--- src/rtl/regfile_pkg.sv ---
// Shared sizing constants for the 32-entry register bank and its write decoder.
// Register ZERO_REG is architecturally hardwired to zero and never stored.
package regfile_pkg;

    localparam int DATA_W_DEF = 32;
    localparam int ADDR_W_DEF = 5;
    localparam int NREGS_DEF  = 1 << ADDR_W_DEF;
    localparam int ZERO_REG   = 0;

    function automatic logic isZeroReg(input int idx);
        return (idx == ZERO_REG);
    endfunction

endpackage

--- src/rtl/decoder5x32.sv ---
// Binary-to-one-hot decoder with enable: i_addr selects one of NREGS strobes.
// All strobes stay low when the enable is clear.
module decoder5x32
    import regfile_pkg::*;
#(
    parameter int ADDR_W = ADDR_W_DEF,
    parameter int NREGS  = NREGS_DEF
) (
    input  logic              i_en,
    input  logic [ADDR_W-1:0] i_addr,
    output logic [NREGS-1:0]  o_onehot
);

    always_comb begin
        o_onehot = '0;
        for (int i = 0; i < NREGS; i++) begin
            o_onehot[i] = i_en && (i_addr == ADDR_W'(i));
        end
    end

endmodule

--- src/rtl/reg_bank32.sv ---
// Two-read / one-write register bank with x0 hardwired to zero.
// Define REGFILE_BYPASS_EN to forward same-cycle write data to matching read ports.
module reg_bank32
    import regfile_pkg::*;
#(
    parameter int DATA_W = DATA_W_DEF,
    parameter int ADDR_W = ADDR_W_DEF,
    parameter int NREGS  = NREGS_DEF
) (
    input  logic              clk,
    input  logic              rst,
    input  logic              we,
    input  logic [ADDR_W-1:0] waddr,
    input  logic [DATA_W-1:0] wdata,
    input  logic [ADDR_W-1:0] raddr1,
    input  logic [ADDR_W-1:0] raddr2,
    output logic [DATA_W-1:0] rdata1,
    output logic [DATA_W-1:0] rdata2,
    output logic [NREGS-1:0]  wr_onehot
);

    // Only entries 1..NREGS-1 hold state; the zero register has no storage.
    logic [DATA_W-1:0] r_regs [1:NREGS-1];

    logic              w_decEn;
    logic [NREGS-1:0]  w_wrOnehot;
    logic [DATA_W-1:0] w_rdata1;
    logic [DATA_W-1:0] w_rdata2;

    assign w_decEn = we && (waddr != ADDR_W'(ZERO_REG));

    decoder5x32 #(
        .ADDR_W (ADDR_W),
        .NREGS  (NREGS)
    ) u_wrDecoder (
        .i_en     (w_decEn),
        .i_addr   (waddr),
        .o_onehot (w_wrOnehot)
    );

    assign wr_onehot = w_wrOnehot;

    // Reset wins over any write presented in the same cycle.
    always_ff @(posedge clk) begin
        if (rst) begin
            for (int i = 1; i < NREGS; i++) begin
                r_regs[i] <= '0;
            end
        end else begin
            for (int i = 1; i < NREGS; i++) begin
                if (w_wrOnehot[i]) begin
                    r_regs[i] <= wdata;
                end
            end
        end
    end

    always_comb begin
        w_rdata1 = '0;
        for (int i = 1; i < NREGS; i++) begin
            if (raddr1 == ADDR_W'(i)) begin
                w_rdata1 = r_regs[i];
            end
        end
    end

    always_comb begin
        w_rdata2 = '0;
        for (int i = 1; i < NREGS; i++) begin
            if (raddr2 == ADDR_W'(i)) begin
                w_rdata2 = r_regs[i];
            end
        end
    end

`ifdef REGFILE_BYPASS_EN
    // Forwarding is suppressed in reset cycles since that write never lands.
    logic w_wrActive;

    assign w_wrActive = w_decEn && !rst;
    assign rdata1 = (w_wrActive && (raddr1 == waddr)) ? wdata : w_rdata1;
    assign rdata2 = (w_wrActive && (raddr2 == waddr)) ? wdata : w_rdata2;
`else
    assign rdata1 = w_rdata1;
    assign rdata2 = w_rdata2;
`endif

endmodule
--- config.mk ---
export PLATFORM = sky130hd
export DESIGN_NAME = reg_bank32
export DESIGN_NICKNAME = d
export VERILOG_FILES = /design/src/rtl/regfile_pkg.sv /design/src/rtl/decoder5x32.sv /design/src/rtl/reg_bank32.sv
export SDC_FILE = /design/constraint.sdc
export NUM_CORES = 2
export LEC_CHECK = 0
export BUFFER_PORTS_ARGS = -buffer_cell sky130_fd_sc_hd__buf_4
export CAP_MARGIN = 20
export CORE_AREA = 2 2 473 475
export DETAILED_ROUTE_END_ITERATION = 10
export DIE_AREA = 0 0 475 477
export SYNTH_ARGS = -nofsm -noshare
export SYNTH_HDL_FRONTEND = slang
export SYNTH_SLANG_ARGS = --single-unit
--- constraint.sdc ---
create_clock -name clk -period 4.04 [get_ports clk]
set_input_delay 0.808 -clock clk [delete_from_list [all_inputs] [get_ports clk]]
set_output_delay 0.808 -clock clk [all_outputs]
set_load 0.01 [all_outputs]
==> metrics.cfg <==
[sta]
setup_viol = 55
fin_ws_ns = -0.399
tns_ns = -7.06
fin_crit_sh_pct = 110
min_period_ns = 4.44
relSlewSlack_pct = 13.9
worst_pin_slew_ns = 1.29
finalHoldViolCount = 0
rsz0062_at_grt = true
fmax_mhz = 225
slew_viol_final = 0

[setup_path]
worst-path-max-fanout = 5
crit_type = in2out
slowest_stage = o211ai_1
cpMostUsedCell = buf_12
end_kind = output pin
cp.arrival_ns = 3.63
path_cells = buf_12, buf_12, or3_4, nor2_4, buf_6, buf_8, buf_12, a22o_1, a221o_1, o211ai_1, buf_4, a31o_4, a21oi_4, buf_6
max_stage_delay_ns = 0.52
cp.required_ns = 3.23
cp-start-kind = input pin

[finish]
fillCellCount = 21800
reg_top3 = r_regs: 992 flops
postLayoutCellArea_um2 = 83600
largest_reg_flops = 992
drive_above_1_share_pct = 40.0
final_util_pct = 37.8
area_delta_synth_final_pct = 51.6
nNetsFinal = 6716
top_register = r_regs
multiInputGateArea_um2 = 28000
ff_latch_area_um2 = 29800

[global_routing]
grt_pass1_vias = 54100
grtUsageTotal_pct = 37.5
grt_overflow_total = 0
antenna_found_initial = 52
grt_pass1_wl_mm = 561
grt_start_max_net_pins = 39

[clock_tree]
cts_buffer_depth = 3
cts_tree = done
clkSinkCount = 992
cts_hold_buf = 0
numCtsBuffers = 118
clk_transition_reported_paths_ns = 0.07
cts-root-buf = clkbuf_16
cts_max_level = 3

[floorplanning]
initial_core_util_pct = 24.9
coreArea_um2 = 221000
dieHeight_um = 477
fp-row-count = 173
ios = 146
fp.dieArea_um2 = 227000
dieWidth_um = 475

[synthesis]
ys_ff_latch = 992
syn_avg_cell_area_um2 = 10.4
ys_types = 84
syn_nets = 5338
async_flop_share_pct = 0
synth_edf_count = 992
synth-seq-area-share_pct = 54.0
synth_area_um2 = 55100
synth_cells = 5288
ys_warn_count = 0
synth_ff_type = edfxtp_1

[pwr]
power.leakage_nw = 31.4
swShare_pct = 32.2
finalPower_mw = 30.4
p_seq_share_pct = 41.6
powerDensity_nw_per_um2 = 363
p_sw_mw = 9.80
clockPowerShare_pct = 37.4
share_comb_of_total_power_pct = 21.0
p_int_mw = 20.6
peakVddDrop_uv = 360

[route]
routed_wl_mm = 440
drt_iter0_drc = 11400
viasPerCell = 6.08
final_antenna_net_count = 0
drt-pass1-iter-count = 9
drt-wirelength-per-cell_um = 45.1
remaining_drc_errors = 0
vias = 59300

[placed_design]
post-place-ws_ns = -1.17
port_buffers = 144
place_area_um2 = 70300
gp_congestion = 1.12
dp_hpwl_mm = 327

[hold_path]
min_path_type = in2reg

[flow_run]
cap_viol_max_count = 0

[outcome]
status = finished, violations left
violations = negative setup slack

## cell type report
| type | instances | area share, % |
|---|---|---|
| Antenna cell | 24 | 0.0718 |
| Clock buffer | 135 | 3.66 |
| Clock inverter | 85 | 1.06 |
| Inverter | 32 | 0.165 |
| Multi-Input combinational cell | 3744 | 33.4 |
| Sequential cell | 992 | 35.6 |
| Tap cell | 2975 | 4.45 |
| Timing Repair Buffer | 1778 | 21.5 |
## cells in the mapped netlist, types with 12 or more instances
cell type    n  area [um^2]
nor2b_1     42          263
or3_1       19          119
a221o_1     16          160
a2111oi_0   16          140
and3_1      22          138
a221oi_1    78          683
o31ai_1     14          105
buf_1       18         67.6
or2_2       29          181
nor4_1      16          100
a21o_1      23          173
o22ai_1    203         1270
inv_1       31          116
nand3b_1    12         90.1
clkbuf_1   366         1370
o21a_1      32          240
a211oi_1    43          323
a22o_1      36          315
a21oi_1    322         1610
o21ai_0    381         1910
nand3_1     91          455
nand2b_1    36          225
and3b_1     14          123
edfxtp_1   992        29800
a222oi_1    33          330
nand4_1     13         81.3
a22oi_1    134         1010
and2_1     999         6250
mux2i_1    110         1100
mux2_2      25          282
o22a_1      18          158
o211ai_1    30          225
buf_2      128          641
o221ai_1    80          701
nor3_1      83          415
nor2_1     288         1080
nand2_1    282         1060
a31oi_1     48          300
## layout by cell type (no fill, tap or decap), types with 96 or more instances in the layout
cell type,count
buf_4,1215
and2_1,996
edfxtp_1,992
o21ai_0,273
buf_6,273
a21oi_1,252
nand2_1,241
nor2_1,216
buf_12,213
o22ai_1,183
clkbuf_16,128
mux2i_1,105
a22oi_1,96
## per-layer routing
| metal | GRT usage, % | up-vias | part of all wire [%] |
|---|---|---|---|
| met4 | 24.4 | 10 | 8.6 |
| met2 | 52.7 | 5112 | 40 |
| li1 | - | 22700 | - |
| met1 | 49.6 | 30400 | 38 |
| met5 | 0 | - | 0.016 |
| met3 | 11.2 | 1157 | 13 |
## power groups by stage
| stage | Sequential, mW | Combinational (mW) | Clock (mW) |
|---|---|---|---|
| 3_3_place_gp | 12.7 | 5.06 | 0 |
| 2_1_floorplan | 12.3 | 1.56 | 0 |
| 6_report | 12.6 | 6.38 | 11.4 |
| 5_1_grt | 12.6 | 6.29 | 11.8 |
| 4_1_cts | 12.5 | 5.81 | 11.4 |
| 3_5_place_dp | 12.7 | 5.05 | 0 |
## cell families (layout without fill, tap and decap cells)
kind of cell / Yosys count / after routing / synth area share, %
compound gates: 1608 / 1608 / 19.1
buf+inv: 552 / 2030 / 4.11
flops: 992 / 992 / 54.0
mux: 141 / 141 / 2.75
other cells: 1 / 25 / 0.00680
simple gates: 1994 / 1994 / 20.0
## path summary, 6_finish.rpt
kind	start	to	slack (ns)	cells after the start
worst max-delay path	raddr2[2]	rdata2[25]	-0.40	14
worst min-delay path	wdata[27]	r_regs[0][987]$_SDFFCE_PN0P_	0.58	2
## what timing repair did
action                     4_1_cts  5_1_grt
gates cloned                    14        4
setup buffers                  201      142
setup endpoints to repair       64       64
resized for setup             1003      488
pin swaps                      214      282
## stage by stage
stage / cells / hold slack (ns)
global placement: 9242 / 1.44
floorplan: 5288 / 1.01
detailed placement: 9249 / 1.44
global route: 9742 / 0.615
finish: 9765 / 0.581
CTS: 9647 / 0.571
## worst max-delay path, delay by kind of cell
kind	cells	cell delay [ns]
and+or+nand+nor	2	0.48
buffers and inverters	7	1.05
AOI/OAI and AO/OA	5	1.24
(Power assumes the default switching activity.)
